**config.mk**
```make
export PLATFORM = sky130hd
export DESIGN_NAME = spi_master
export DESIGN_NICKNAME = d
export VERILOG_FILES = /design/src/rtl/spi_pkg.sv /design/src/rtl/spi_clkgen.sv /design/src/rtl/spi_master.sv
export SDC_FILE = /design/constraint.sdc
export NUM_CORES = 1
export LEC_CHECK = 0
export ABC_CLOCK_PERIOD_IN_PS = 1900
export BUFFER_PORTS_ARGS = -buffer_cell sky130_fd_sc_hd__buf_2
export CAP_MARGIN = 10
export CELL_PAD_IN_SITES_DETAIL_PLACEMENT = 2
export CELL_PAD_IN_SITES_GLOBAL_PLACEMENT = 2
export CORE_ASPECT_RATIO = 1.2
export CORE_MARGIN = 1
export CORE_UTILIZATION = 37
export CTS_BUF_LIST = sky130_fd_sc_hd__clkbuf_8
export DETAILED_ROUTE_END_ITERATION = 12
export PLACE_DENSITY_LB_ADDON = 0.05
export SETUP_SLACK_MARGIN = 0.05
export SLEW_MARGIN = 25
export SYNTH_ARGS = -nofsm -noshare
export SYNTH_HDL_FRONTEND = slang
export SYNTH_SLANG_ARGS = --single-unit
```
**constraint.sdc**
```tcl
create_clock -name clk_i -period 1.9 [get_ports clk_i]
set_input_delay 0.19 -clock clk_i [delete_from_list [all_inputs] [get_ports clk_i]]
set_output_delay 0.19 -clock clk_i [all_outputs]
set_load 0.01 [all_outputs]
```
**src/rtl/spi_pkg.sv**
```systemverilog
// Shared definitions for the SPI master: FSM state encoding and counter widths.
// Ports: none (package).
// Imported by spi_clkgen and spi_master.
package spi_pkg;

    // Divider counter covers CLK_DIV up to 255; bit counter needs to reach 8.
    localparam int DIV_CNT_W     = 8;
    localparam int BIT_CNT_W     = 4;
    localparam int BITS_PER_BYTE = 8;

    typedef enum logic [2:0] {
        IDLE  = 3'd0,
        SETUP = 3'd1,
        XFER  = 3'd2,
        HOLD  = 3'd3,
        WAIT  = 3'd4,
        GAP   = 3'd5
    } spi_state_e;

endpackage

```
**src/rtl/spi_clkgen.sv**
```systemverilog
// Tick generator: tick_o pulses on every CLK_DIV-th cycle while en_i is high.
// Ports: clk_i/rstn_i clock and async active-low reset, en_i run enable, tick_o one-cycle tick.
// Counter restarts from zero whenever en_i drops, so the first tick after enabling lands CLK_DIV cycles later.
module spi_clkgen
    import spi_pkg::*;
#(
    parameter int unsigned CLK_DIV = 4
) (
    input  logic clk_i,
    input  logic rstn_i,
    input  logic en_i,
    output logic tick_o
);

    localparam logic [DIV_CNT_W-1:0] TERM = DIV_CNT_W'(CLK_DIV - 1);

    logic [DIV_CNT_W-1:0] cnt_q;
    logic [DIV_CNT_W-1:0] cnt_d;

    always_comb begin
        tick_o = en_i && (cnt_q == TERM);
        if (!en_i || tick_o) begin
            cnt_d = '0;
        end else begin
            cnt_d = cnt_q + DIV_CNT_W'(1);
        end
    end

    always_ff @(posedge clk_i or negedge rstn_i) begin
        if (!rstn_i) begin
            cnt_q <= '0;
        end else begin
            cnt_q <= cnt_d;
        end
    end

endmodule

```
**src/rtl/spi_master.sv**
```systemverilog
// Mode-0 SPI master, one byte per tx handshake; csn_o held low across bytes until a byte tagged last.
// Ports: clk_i/rstn_i; tx_data_i/tx_last_i/tx_valid_i/tx_ready_o byte input; rx_data_o/rx_valid_o byte output;
//        sck_o/sdo_o/sdi_i/csn_o SPI pins. All outputs registered. Accept to rx_valid_o = 17*CLK_DIV cycles.
module spi_master
    import spi_pkg::*;
#(
    parameter int unsigned CLK_DIV = 4,
    parameter int unsigned CS_GAP  = 2
) (
    input  logic       clk_i,
    input  logic       rstn_i,
    input  logic [7:0] tx_data_i,
    input  logic       tx_last_i,
    input  logic       tx_valid_i,
    output logic       tx_ready_o,
    output logic [7:0] rx_data_o,
    output logic       rx_valid_o,
    output logic       sck_o,
    output logic       sdo_o,
    input  logic       sdi_i,
    output logic       csn_o
);

    localparam logic [BIT_CNT_W-1:0] LAST_SHIFT = BIT_CNT_W'(BITS_PER_BYTE - 1);
    localparam logic [BIT_CNT_W-1:0] ALL_BITS   = BIT_CNT_W'(BITS_PER_BYTE);
    localparam logic [DIV_CNT_W-1:0] GAP_TERM   = DIV_CNT_W'(CS_GAP - 1);

    spi_state_e           state_q, state_d;
    logic [6:0]           tx_shift_q, tx_shift_d;   // bits still to send after the one on sdo
    logic                 last_q, last_d;
    logic [7:0]           rx_shift_q, rx_shift_d;
    logic [7:0]           rx_data_q, rx_data_d;
    logic                 rx_valid_q, rx_valid_d;
    logic                 sck_q, sck_d;
    logic                 sdo_q, sdo_d;
    logic                 csn_q, csn_d;
    logic                 tx_ready_q, tx_ready_d;
    logic [BIT_CNT_W-1:0] bit_cnt_q, bit_cnt_d;     // counts sck falling edges in the frame
    logic [DIV_CNT_W-1:0] gap_cnt_q, gap_cnt_d;

    logic div_en;
    logic tick;
    logic accept;

    // The divider runs through setup, both sck phases and the post-byte hold.
    assign div_en = (state_q == SETUP) || (state_q == XFER) || (state_q == HOLD);
    assign accept = tx_valid_i && tx_ready_q;

    spi_clkgen #(
        .CLK_DIV (CLK_DIV)
    ) u_clkgen (
        .clk_i  (clk_i),
        .rstn_i (rstn_i),
        .en_i   (div_en),
        .tick_o (tick)
    );

    always_comb begin
        state_d    = state_q;
        tx_shift_d = tx_shift_q;
        last_d     = last_q;
        rx_shift_d = rx_shift_q;
        rx_data_d  = rx_data_q;
        rx_valid_d = 1'b0;
        sck_d      = sck_q;
        sdo_d      = sdo_q;
        bit_cnt_d  = bit_cnt_q;
        gap_cnt_d  = gap_cnt_q;

        unique case (state_q)
            IDLE, WAIT: begin
                if (accept) begin
                    sdo_d      = tx_data_i[7];
                    tx_shift_d = tx_data_i[6:0];
                    last_d     = tx_last_i;
                    state_d    = SETUP;
                end
            end
            SETUP: begin
                // First rising edge: sdi is sampled on the same clk edge sck goes high.
                if (tick) begin
                    state_d    = XFER;
                    sck_d      = 1'b1;
                    rx_shift_d = {rx_shift_q[6:0], sdi_i};
                    bit_cnt_d  = '0;
                end
            end
            XFER: begin
                if (tick) begin
                    if (sck_q) begin
                        // Falling edge; the eighth one leaves sdo on bit 0.
                        sck_d     = 1'b0;
                        bit_cnt_d = bit_cnt_q + BIT_CNT_W'(1);
                        if (bit_cnt_q < LAST_SHIFT) begin
                            sdo_d      = tx_shift_q[6];
                            tx_shift_d = {tx_shift_q[5:0], 1'b0};
                        end
                    end else if (bit_cnt_q == ALL_BITS) begin
                        // Low phase of the eighth period done: byte complete.
                        state_d    = HOLD;
                        rx_data_d  = rx_shift_q;
                        rx_valid_d = 1'b1;
                    end else begin
                        sck_d      = 1'b1;
                        rx_shift_d = {rx_shift_q[6:0], sdi_i};
                    end
                end
            end
            HOLD: begin
                if (tick) begin
                    if (last_q) begin
                        state_d   = GAP;
                        gap_cnt_d = '0;
                    end else begin
                        state_d = WAIT;
                    end
                end
            end
            GAP: begin
                if (gap_cnt_q == GAP_TERM) begin
                    state_d = IDLE;
                end else begin
                    gap_cnt_d = gap_cnt_q + DIV_CNT_W'(1);
                end
            end
            default: begin
                state_d = IDLE;
            end
        endcase

        // Registered versions of these track the state being entered.
        csn_d      = (state_d == IDLE) || (state_d == GAP);
        tx_ready_d = (state_d == IDLE) || (state_d == WAIT);
    end

    always_ff @(posedge clk_i or negedge rstn_i) begin
        if (!rstn_i) begin
            state_q    <= IDLE;
            tx_shift_q <= '0;
            last_q     <= 1'b0;
            rx_shift_q <= '0;
            rx_data_q  <= '0;
            rx_valid_q <= 1'b0;
            sck_q      <= 1'b0;
            sdo_q      <= 1'b0;
            csn_q      <= 1'b1;
            tx_ready_q <= 1'b0;
            bit_cnt_q  <= '0;
            gap_cnt_q  <= '0;
        end else begin
            state_q    <= state_d;
            tx_shift_q <= tx_shift_d;
            last_q     <= last_d;
            rx_shift_q <= rx_shift_d;
            rx_data_q  <= rx_data_d;
            rx_valid_q <= rx_valid_d;
            sck_q      <= sck_d;
            sdo_q      <= sdo_d;
            csn_q      <= csn_d;
            tx_ready_q <= tx_ready_d;
            bit_cnt_q  <= bit_cnt_d;
            gap_cnt_q  <= gap_cnt_d;
        end
    end

    assign tx_ready_o = tx_ready_q;
    assign rx_data_o  = rx_data_q;
    assign rx_valid_o = rx_valid_q;
    assign sck_o      = sck_q;
    assign sdo_o      = sdo_q;
    assign csn_o      = csn_q;

endmodule

```
==> parameters.txt <==
Parameter                              Value

Floorplanning
  Y dimension of the die    between 90 and 100 um
  Starting Density    0.3898
  Width of the chip    around 78 um
  Placeable core region    6526 um^2
  Row count    32
  Total I/O pin count    26
  Die ar.    7212 um^2

Yosys
  Cell count after synthesis    223
  Average cell area after synthesis    11.41 um^2
  Portion of netlist area occupied by mux cells    0.1067
  Number of flops mapped to enable cells by yosys    0
  Fraction of the mapped netlist area in adder cells    0.02459
  Async set-reset flop share out of synthesis    1.000
  Post-synth cell types    between 50 and 60
  Xor and xnor fraction of the mapped netlist area    0.02410
  Main synth FF type    dfrtp_1
  Synthesis warning total    0
  Mapped Area    around 2500 um^2
  Synth Net Count    between 200 and 250
  Simple-gate share of the synthesized area    0.1884
  Register area share after synthesis    0.5121
  Number of storage elements in the synthesis netlist    52
  Largest family of logic cells by synthesized area    simple AND/OR/NAND/NOR gates
  Compound-cell area share of the yosys netlist    0.1043

Finish
  Design area    about 3300 um^2
  Fraction of layout cells with a size suffix above 1    0.4444
  Area growth from synthesis to layout    31.63%
  Count of placed standard cells in the final layout, fillers left out    between 300 and 400
  Number of nets in the layout    roughly 310
  Antenna diode instance count    0

Route
  Residual DRC count    0
  Initial DRT Pass Iterations    4
  Routed wirelength normalized by instance count    around 18 um
  Initial DRC Count    54
  Post-route ant nets    0
  Final WL    7.059 mm
  Routed via count divided by cell count    roughly 5.3
  DR vias    2014

STA
  Count of endpoints failing setup in the final report    9
  Max Clk Rate    between 0.5 and 0.6 GHz
  Min Clock Period, post-route    slightly below 2 ns
  Setup repair after global routing missed its margin    yes
  Final hold violation count    0
  Fin crit share    1.039
  Worst Slack Setup Final    -0.07491 ns
  Rel. slew slack    0.7241
  Clk_skew    approximately 0.011 ns
  Total negative setup slack    -0.3882 ns
  Least-Margin Pin Slew    ~0.41 ns
  Pins over their slew limit    0

Placed design
  Placed Cells    367
  Detailed Place HPWL    around 5.2 mm
  Placer congestion estimate    slightly above 0.8
  Area after detailed placement    3115 um^2
  Count of input and output buffers    25

Setup path
  Category of cells accounting for the largest share of critical-path delay    simple AND/OR/NAND/NOR gates
  Worst setup slack for register-to-register paths    -0.07 ns
  Worst path required time    roughly 2.2 ns
  WS Path Type    register to register
  Cell breakdown of the critical path    nand3b_1 > a31oi_2 > a311oi_2 > buf_4 > or4_1 > a21boi_2
  Buffering stage count on the worst path with inverters included    1
  Peak fanout along the critical path    15
  Worst path arrival time    between 2 and 2.5 ns
  Worst path slowest cell    or4_1
  Worst setup EP type    register
  Critical Path Max Stage Delay    0.51 ns
  Critical Path Source Type    register

Clocking
  Later-pin clock latency in the skew report    just over 0.3 ns
  Inserted Clock Buffers    5
  Clock root buffer master    clkbuf_8
  Sink count of the clock tree    52
  TritonCTS clock tree    built
  Longest Clk Path Bufs    2
  Clock-pin slew on the worst setup and hold paths    around 0.10 ns
  CTS H-tree depth    2

Global routing
  Largest net degree at the start of global routing    24
  Congestion Overflow GR    0
  Global-route wire length before repair    11.99 mm
  GRT Total Usage    0.2180
  Vias in the first global route    ~2400
  Number of antenna violations at the first check in global routing    0

Pwr
  IR drop worst, VDD    between 300 and 400 uV
  Leakage dissipation    0.001641 uW
  Total power divided by cell area    between 500 and 600 nW/um^2

Flow run
  Max-cap viol count    0

Run status
  Violated checks    setup timing
  Run status    finished with violations

Min path
  Class of the most critical hold timing path    input pin to register
==> Yosys cell counts, drive strengths merged (2+ instances only) <==
cell	count	area (um^2)
dfrtp	51	1276
mux2	17	191.4
o21ai	16	80.08
nand2	15	56.30
nor2	12	45.04
nand3	11	55.05
inv	9	33.78
mux2i	8	80.08
buf	6	51.30
xor2	6	52.55
a21boi	5	37.54
ha	5	62.56
o31ai	5	37.54
or4	5	37.54
a21oi	3	15.01
a31oi	3	18.77
and3	3	21.27
nand4	3	33.78
nor3b	3	22.52
o211ai	3	22.52
or3	3	21.27
a211oi	2	20.02
and3b	2	17.52
clkbuf	2	7.510
nand3b	2	15.01
nor2b	2	12.51
nor3	2	15.01
nor4	2	27.53
nor4b	2	30.03
or2b	2	16.27
==> registers in the layout, summed over array words and instances (netlist names) <==
register        cells
state_q             3
tx_ready_o          1
rx_data_o           8
bit_cnt_q           4
rx_valid_o          1
rx_shift_q          8
gap_cnt_q           8
last_q              1
csn_o               1
sck_o               1
sdo_o               1
u_clkgen.cnt_q      8
tx_shift_q          7
==> layout by cell type, fill, tap and decap left out, types with 2 or more instances in the layout <==
cell type	netlist	final
buf_2	2	25
nand4_1	2	2
inv_1	9	8
buf_12	0	2
clkbuf_8	0	5
mux2_2	17	17
ha_4	0	2
o21ai_1	0	5
dfrtp_2	0	2
a21oi_1	3	3
a211oi_2	1	2
nor2b_1	2	2
dfrtp_1	51	49
buf_4	1	46
or4_1	5	4
a31oi_1	3	2
nor3b_2	0	2
o21ai_0	16	11
nor2_1	12	12
xor2_1	6	6
nand3b_1	2	2
o31ai_1	5	5
mux2i_1	8	8
a21boi_1	5	3
nor4b_4	0	2
or3_4	0	2
ha_1	5	3
a21boi_2	0	2
and3_2	2	2
o211ai_1	3	3
nand3_1	11	11
nand2_1	15	14
==> power breakdown <==
part,leakage (uW),switching (uW),internal [uW],total (uW)
logic,0.000915,28.2,17.8,45.9
registers,0.000672,4.62,1110,1120
clock network,0.0000541,397,391,787
==> timing repair <==
| item | in CTS | in global routing |
|---|---|---|
| pin swaps | 0 | 1 |
| hold endpoints to repair | 13 | 0 |
| buffers inserted | 4 | 2 |
| setup endpoints to repair | 26 | 23 |
| gates cloned | 0 | 0 |
| hold buffers | 1 | 0 |
| resized for setup | 15 | 7 |
==> layer usage <==
metal,vias up,global-route usage,share of wire
met3,11,0.02463,0.014
met1,1031,0.2462,0.42
li1,945,-,-
met5,-,0,0
met4,0,0.08962,0.021
met2,27,0.4108,0.54
==> cell families after synthesis <==
| family | count (synthesis) |
|---|---|
| adders and majority gates | 5 |
| AOI/OAI and AO/OA | 41 |
| xor gates and xnor gates | 7 |
| and+or+nand+nor | 75 |
| buffers and inverters | 18 |
| DFF | 52 |
| muxes | 25 |
==> cell type report <==
type,instances,area (um^2)
clock inverter,3,42.54
clock buffer,5,68.82
tap,85,106.4
timing repair buffer,74,520.5
fill,676,3178
sequential,52,1305
multi-input combinational,153,1262
inverter,10,42.54
==> metrics by stage <==
step | util | setup slack [ns] | hold slack [ns] | power, uW
after floorplan | - | 0.007820 | -0.1056 | 1144
after global placement | 0.4774 | -0.04085 | 0.1194 | 1181
after detailed placement | 0.4774 | -0.1778 | 0.1328 | 1186
after CTS | 0.5082 | -0.1120 | 0.1066 | 1974
after global routing | 0.5130 | -0.1877 | 0.1122 | 2013
final | 0.5130 | -0.07491 | 0.1096 | 1950
==> path summary, 6_finish.rpt <==
check	startpoint	end	cells past startpoint
max	state_q[1]$_DFF_PN0_	gap_cnt_q[4]$_DFFE_PN0P_	6
min	sdi_i	rx_shift_q[0]$_DFFE_PN0P_	2
max reg2reg	state_q[1]$_DFF_PN0_	gap_cnt_q[4]$_DFFE_PN0P_	6
min reg2reg	tx_shift_q[6]$_DFFE_PN0P_	tx_shift_q[6]$_DFFE_PN0P_	2
max in group asynchronous	rstn_i	u_clkgen.cnt_q[2]$_DFF_PN0_	3
min in group asynchronous	rstn_i	gap_cnt_q[7]$_DFFE_PN0P_	2
Power figures use the tool's default switching activity.
